$ cat src/rtl/ii_sii_join_pkg.sv
`default_nettype none
// ============================================================================
// Module      : ii_sii_join_pkg
// Description : Shared constants for the ii/sii stream join block.
//               This file holds the eot bit indices, the default sample
//               widths and a small eot compare helper.
// Revision    : 1.0 - initial release
// ============================================================================
package ii_sii_join_pkg;

    // Bit positions inside the 2-bit eot field
    localparam int EOT_ROW   = 0;
    localparam int EOT_FRAME = 1;
    localparam int W_EOT     = 2;

    // Default sample widths
    localparam int W_II_DEF  = 18;
    localparam int W_SII_DEF = 26;

    // True when the two streams disagree on their end-of-transfer markers
    function automatic logic eot_mismatch(input logic [W_EOT-1:0] a,
                                          input logic [W_EOT-1:0] b);
        return (a != b);
    endfunction

endpackage
`default_nettype wire

$ cat src/rtl/ii_sii_join_fifo.sv
`default_nettype none
// ============================================================================
// Module      : join_fifo
// Description : Small synchronous FIFO, power-of-2 depth. Pointers carry one
//               extra wrap bit so full and empty are told apart without a
//               separate counter. The head is visible combinationally.
// Revision    : 1.0 - initial release
// ============================================================================
module join_fifo #(
    parameter int WIDTH = 20,
    parameter int DEPTH = 2
) (
    input  logic             clk,
    input  logic             rst,
    input  logic             push_i,
    input  logic [WIDTH-1:0] din_i,
    input  logic             pop_i,
    output logic [WIDTH-1:0] dout_o,
    output logic             full_o,
    output logic             empty_o
);

    localparam int AW = $clog2(DEPTH);

    logic [WIDTH-1:0] mem_q [DEPTH];
    logic [AW:0]      wr_ptr_q, wr_ptr_d;
    logic [AW:0]      rd_ptr_q, rd_ptr_d;

    // Next pointer values; push and pop in the same cycle both advance
    always_comb begin
        wr_ptr_d = wr_ptr_q;
        rd_ptr_d = rd_ptr_q;
        if (push_i) wr_ptr_d = wr_ptr_q + 1'b1;
        if (pop_i)  rd_ptr_d = rd_ptr_q + 1'b1;
    end

    // Pointer registers, emptied by reset
    always_ff @(posedge clk or posedge rst) begin
        if (rst) begin
            wr_ptr_q <= '0;
            rd_ptr_q <= '0;
        end else begin
            wr_ptr_q <= wr_ptr_d;
            rd_ptr_q <= rd_ptr_d;
        end
    end

    // Storage is not reset; only the pointers define validity
    always_ff @(posedge clk) begin
        if (push_i) mem_q[wr_ptr_q[AW-1:0]] <= din_i;
    end

    assign dout_o  = mem_q[rd_ptr_q[AW-1:0]];
    assign empty_o = (wr_ptr_q == rd_ptr_q);
    assign full_o  = (wr_ptr_q[AW] != rd_ptr_q[AW]) &&
                     (wr_ptr_q[AW-1:0] == rd_ptr_q[AW-1:0]);

endmodule
`default_nettype wire

$ cat src/rtl/ii_sii_join.sv
`default_nettype none
// ============================================================================
// Module      : ii_sii_join
// Description : Joins an integral-image stream and a squared-integral-image
//               stream into one paired output stream, with per-row pixel and
//               per-frame row counters.
//               Optional macro II_SII_JOIN_EOT_CHECK_EN: stores the sii eot
//               and raises a sticky err_eot_o on eot disagreement.
// Revision    : 1.0 - initial release
// ============================================================================
module ii_sii_join
    import ii_sii_join_pkg::*;
#(
    parameter int W_II       = W_II_DEF,
    parameter int W_SII      = W_SII_DEF,
    parameter int FIFO_DEPTH = 2,
    parameter int W_CNT      = 16
) (
    input  logic             clk,
    input  logic             rst,
    input  logic             ii_valid_i,
    output logic             ii_ready_o,
    input  logic [W_II-1:0]  ii_data_i,
    input  logic [1:0]       ii_eot_i,
    input  logic             sii_valid_i,
    output logic             sii_ready_o,
    input  logic [W_SII-1:0] sii_data_i,
    input  logic [1:0]       sii_eot_i,
    output logic             dout_valid_o,
    input  logic             dout_ready_i,
    output logic [W_II-1:0]  dout_ii_o,
    output logic [W_SII-1:0] dout_sii_o,
    output logic [1:0]       dout_eot_o,
    output logic [W_CNT-1:0] pix_cnt_o,
    output logic [W_CNT-1:0] row_cnt_o,
    output logic             err_eot_o
);

`ifdef II_SII_JOIN_EOT_CHECK_EN
    localparam int SII_FW = W_SII + W_EOT;
`else
    localparam int SII_FW = W_SII;
`endif
    localparam int II_FW = W_II + W_EOT;

    logic [II_FW-1:0]  w_ii_din, w_ii_head;
    logic [SII_FW-1:0] w_sii_din, w_sii_head;
    logic              w_ii_full, w_ii_empty, w_sii_full, w_sii_empty;
    logic              w_ii_push, w_sii_push, w_pop;
    logic [1:0]        w_eot;
    logic [W_CNT-1:0]  pix_cnt_q, pix_cnt_d;
    logic [W_CNT-1:0]  row_cnt_q, row_cnt_d;

    // Readies come only from registered FIFO pointers, never from dout_ready_i
    assign ii_ready_o   = !w_ii_full;
    assign sii_ready_o  = !w_sii_full;
    assign w_ii_push    = ii_valid_i  && !w_ii_full;
    assign w_sii_push   = sii_valid_i && !w_sii_full;
    assign dout_valid_o = !w_ii_empty && !w_sii_empty;
    // Both FIFOs always pop together
    assign w_pop        = dout_valid_o && dout_ready_i;

    assign w_ii_din  = {ii_eot_i, ii_data_i};
`ifdef II_SII_JOIN_EOT_CHECK_EN
    assign w_sii_din = {sii_eot_i, sii_data_i};
`else
    logic w_sii_eot_unused;
    assign w_sii_eot_unused = ^sii_eot_i;
    assign w_sii_din = sii_data_i;
`endif

    join_fifo #(.WIDTH(II_FW), .DEPTH(FIFO_DEPTH)) u_ii_fifo (
        .clk     (clk),
        .rst     (rst),
        .push_i  (w_ii_push),
        .din_i   (w_ii_din),
        .pop_i   (w_pop),
        .dout_o  (w_ii_head),
        .full_o  (w_ii_full),
        .empty_o (w_ii_empty)
    );

    join_fifo #(.WIDTH(SII_FW), .DEPTH(FIFO_DEPTH)) u_sii_fifo (
        .clk     (clk),
        .rst     (rst),
        .push_i  (w_sii_push),
        .din_i   (w_sii_din),
        .pop_i   (w_pop),
        .dout_o  (w_sii_head),
        .full_o  (w_sii_full),
        .empty_o (w_sii_empty)
    );

    // The ii stream is authoritative for eot
    assign w_eot      = w_ii_head[W_II +: W_EOT];
    assign dout_ii_o  = w_ii_head[W_II-1:0];
    assign dout_sii_o = w_sii_head[W_SII-1:0];
    assign dout_eot_o = w_eot;

    // Counter next state: frame end clears both, row end bumps the row
    always_comb begin
        pix_cnt_d = pix_cnt_q;
        row_cnt_d = row_cnt_q;
        if (w_pop) begin
            if (w_eot[EOT_FRAME]) begin
                pix_cnt_d = '0;
                row_cnt_d = '0;
            end else if (w_eot[EOT_ROW]) begin
                pix_cnt_d = '0;
                row_cnt_d = row_cnt_q + 1'b1;
            end else begin
                pix_cnt_d = pix_cnt_q + 1'b1;
            end
        end
    end

    // Counter registers, wrapping naturally at 2^W_CNT
    always_ff @(posedge clk or posedge rst) begin
        if (rst) begin
            pix_cnt_q <= '0;
            row_cnt_q <= '0;
        end else begin
            pix_cnt_q <= pix_cnt_d;
            row_cnt_q <= row_cnt_d;
        end
    end

    assign pix_cnt_o = pix_cnt_q;
    assign row_cnt_o = row_cnt_q;

`ifdef II_SII_JOIN_EOT_CHECK_EN
    logic err_eot_q;
    // Sticky flag: set on any transfer whose two eot fields disagree
    always_ff @(posedge clk or posedge rst) begin
        if (rst) begin
            err_eot_q <= 1'b0;
        end else if (w_pop && eot_mismatch(w_eot, w_sii_head[W_SII +: W_EOT])) begin
            err_eot_q <= 1'b1;
        end
    end
    assign err_eot_o = err_eot_q;
`else
    assign err_eot_o = 1'b0;
`endif

endmodule
`default_nettype wire

$ cat config.mk
export PLATFORM = sky130hd
export DESIGN_NAME = ii_sii_join
export DESIGN_NICKNAME = d
export VERILOG_FILES = /design/src/rtl/ii_sii_join_pkg.sv /design/src/rtl/ii_sii_join_fifo.sv /design/src/rtl/ii_sii_join.sv
export SDC_FILE = /design/constraint.sdc
export NUM_CORES = 1
export LEC_CHECK = 0
export BUFFER_PORTS_ARGS = -buffer_cell sky130_fd_sc_hd__buf_2
export CAP_MARGIN = 0
export CORE_MARGIN = 2
export CORE_UTILIZATION = 60
export CTS_BUF_LIST = sky130_fd_sc_hd__clkbuf_4 sky130_fd_sc_hd__clkbuf_8
export CTS_CLUSTER_DIAMETER = 80
export DETAILED_ROUTE_END_ITERATION = 16
export PLACE_DENSITY = 0.93
export SLEW_MARGIN = 20
export SYNTH_ARGS = -nofsm -noshare
export SYNTH_HDL_FRONTEND = slang
export SYNTH_SLANG_ARGS = --single-unit
$ cat constraint.sdc
create_clock -name clk -period 7 [get_ports clk]
set_clock_uncertainty 0.1 [all_clocks]
set_input_delay 0.35 -clock clk [delete_from_list [all_inputs] [get_ports clk]]
set_output_delay 0.35 -clock clk [all_outputs]
set_load 0.02 [all_outputs]
==> results.md <==
* DP HPWL at 7520 microns
* Critical Path AT at 2.71 ns
* Global Route Usage Sum at around 28%
* Die area at slightly above 10000 sq um
* Hold Crit Start: sii_data_i[25]
* TritonCTS buffer count at 17
* # fillers at 489
* Largest net degree at the start of global routing at 48
* First-pass GRT wire length at 21000 microns
* Cell area after synthesis at 5590 sq um
* Die height at around 100 microns
* Drt via density at 6.07
* Post-Synthesis Mean Instance Area at 14.2 sq um
* Ports at 135
* Worst r2r dst: u_ii_fifo.mem_q[0][7]
* Net Switching at 1.22 mW
* Yosys top cell area share at between 40% and 50%
* Combinational share of power at 37.7%
* Synth Instances at 392
* CP startpoint kind: register
* FP Rows at 35
* Share of the yosys chip area belonging to registers at 67.4%
* Critical Path RT at 6.55 ns
* Fmax at 317 MHz
* Pwr Density at around 430 nW/um^2
* Internal cell power at 1.90 mW
* Syn nets at 447
* Clock sinks at between 100 and 150
* Initial antenna violation count at 0
* Min-delay worst type: input port to register
* Number of synthesized flops with an enable pin at 92
* Layout cells sized above 1 at 38.0%
* Sequential fraction of design power at 38.3%
* Status: complete, no violations
* Vias in the first global route at 4086
* Area leader, netlist: edfxtp_1
* Final Non-Filler Cells at 692
* Final-report hold violation count at 0
* Clock power share at between 20% and 30%
* Max-slew violations at 0
* Max cap viols at 0
* H-tree levels at 4
* Post-synth ARST share at between 30% and 40%
* # setup viols final at 0
* Synth cell types at 45
* Post-layout min period at 3.16 ns
* Total negative slack at 0 ns
* Tcrit/Tclk final at 45.1%
* Initial DRT Pass Iterations at 7
* Vias at around 4200
* Clk slew on worst S/H paths at ~0.08 ns
* Number of port buffers at between 100 and 150
* Worst slack at placement at 3.91 ns
* Diodes inserted at 0
* Placed Cells at 615
* Worst setup path class: register to output pin
* Synthesis Warnings at 0
* Clk Latency, worst-skew pair at 0.44 ns
* Reg-to-reg slack, setup at between 3 and 4 ns
* Final WL at 13900 microns
* Primary FF master, synth: edfxtp_1
* Sw Ratio at 39.1%
* Core Util, Final at 79.2%
* Setup ws final at 3.84 ns
* CP Capture Type: output pin
* Area contributors post-synth: edfxtp_1 49%, dfrtp_1 18%, mux2_2 9.1%
* TritonCTS clock tree: done
* Clock buffer depth at 2
* Total grt overflow at 0
* Nets at 624
* Unrepaired setup endpoints after global routing: false
* Leakage at ~2.9 nW
* Remaining DRCs at 0
* R2R depth at 4
* 1st-iter DRT viols at 247
* Slew margin rel. at 31.0%
* Pwr Total at slightly above 3 mW
* Root buf cell: clkbuf_8
* Core area at slightly above 9000 sq um
* Worst hold path stage count at 1
* Placer Congestion at 0.877
* Starting Density at 61.0%
* Synthesized flop and latch total at 132
* FF-to-FF Start: u_ii_fifo.rd_ptr_q[0]
* Hold Crit Endpoint: u_sii_fifo.mem_q[1][25]
* Post-cts gate resize count at 0
* Synth-to-layout area growth at 29.7%
* CP Max Fanout at between 40 and 50
* DIE WIDTH at 100 microns
* Worst vdd ir at 0.000339 V
* Mean routed wirelength per cell at 20.1 microns
* Post-route ant nets at 0
* Slew @ Worst Pin at 1.03 ns
-- worst max-delay path, stage by stage (launching register included) --
cell and delay, ns:
dfrtp_1 1.03, xor2_1 0.32, o22ai_2 0.28, buf_4 0.41
inv_1 0.06, buf_2 0.16
-- cells in the final DEF, fill, tap and decap left out, types with 6 or more instances in the layout --
cell type      instances
xor2_1                 8
mux2i_1                6
mux2_2                45
dfrtp_1               40
or4_1                 15
and4_1                 7
edfxtp_1              92
nand4_1                9
buf_2                131
dlygate4sd3_1         45
nand3_1               12
o21ai_0               17
nand2_1               17
o31ai_1               16
inv_1                 10
a21oi_1               16
clkbuf_8              17
-- registers in the layout, summed over array words and instances, names as in the netlist --
signal,count
u_ii_fifo.wr_ptr_q,2
u_sii_fifo.mem_q,52
u_ii_fifo.rd_ptr_q,2
u_sii_fifo.wr_ptr_q,2
u_ii_fifo.mem_q,40
u_sii_fifo.rd_ptr_q,2
pix_cnt_o,16
row_cnt_o,16
-- per-stage QoR --
step                hold WS (ns)  area [sq um]
global placement           0.373          6320
finish                    0.0345          7250
floorplan                  0.349          5590
detailed placement         0.379          6320
global route            -0.00682          7250
CTS                    0.0000464          7200
-- worst max path at each step --
stage	end	from	depth (start not counted)	slack, ns
detailed placement	row_cnt_o[5]	u_ii_fifo.rd_ptr_q[0]	4	3.91
global route	dout_valid_o	u_ii_fifo.rd_ptr_q[0]	5	3.69
floorplan	u_sii_fifo.mem_q[0][0]	u_sii_fifo.wr_ptr_q[0]	4	4.39
CTS	row_cnt_o[5]	u_ii_fifo.rd_ptr_q[0]	4	3.88
finish	dout_valid_o	u_ii_fifo.rd_ptr_q[0]	5	3.84
global placement	row_cnt_o[5]	u_ii_fifo.rd_ptr_q[0]	4	4.05
-- power groups by stage --
stage | clock (mW) | sequential [mW] | combinational [mW]
2_1_floorplan | 0 | 1.16 | 0.810
3_3_place_gp | 0 | 1.17 | 1.08
3_5_place_dp | 0 | 1.19 | 1.11
4_1_cts | 0.744 | 1.18 | 1.13
5_1_grt | 0.788 | 1.21 | 1.24
6_report | 0.750 | 1.19 | 1.18
-- cells by family after synthesis --
group           count (synthesis)  share of synthesized area [%]
compound gates                 64                           7.17
xor+xnor                       12                           1.88
flops                         132                           67.4
mux                            51                           10.1
simple gates                   96                           10.2
buf+inv                        34                           2.67
other cells                     1                         0.0671
fa+ha+maj                       2                          0.448
-- Yosys cell counts (2+ instances only) --
master / count
inv_1: 10
and3_1: 5
xor2_1: 8
buf_2: 2
buf_4: 3
nand3_1: 12
edfxtp_1: 92
or3_1: 5
o21bai_1: 4
dfrtp_1: 40
mux2_2: 45
nand2_1: 17
clkbuf_1: 14
o31ai_1: 16
nor3_1: 3
a22oi_1: 2
nor4_1: 5
a21oi_1: 16
mux2i_1: 6
nand4_1: 9
or4_1: 15
and4_1: 7
o22ai_1: 2
nand2b_1: 4
nor2_1: 7
o21ai_0: 17
ha_1: 2
buf_1: 4
xnor2_1: 4
-- per-layer routing --
layer / track usage [%] / share of wire, % / vias to the layer above
met3: 8.18 / 7.4 / 37
met1: 33.9 / 38 / 2062
met2: 46.9 / 52 / 225
met4: 11.5 / 3.2 / 0
li1: - / - / 1874
met5: 0 / 0 / -
-- what timing repair did --
| action | in CTS | in global routing |
|---|---|---|
| hold endpoints to repair | 116 | 4 |
| buffers inserted | 0 | 0 |
| hold buffers | 42 | 3 |
| setup endpoints to repair | 0 | 0 |
-- final cells by class --
cell class | instances | area [sq um] | area share, %
clock buffer | 17 | 234 | 3.23
multi-input combinational | 226 | 1690 | 23.3
timing repair buffer | 182 | 1150 | 15.9
sequential | 132 | 3760 | 51.9
tap | 111 | 139 | 1.92
inverter | 10 | 37.5 | 0.518
clock inverter | 14 | 226 | 3.13
Note: power is estimated with default switching activity, not from simulation.
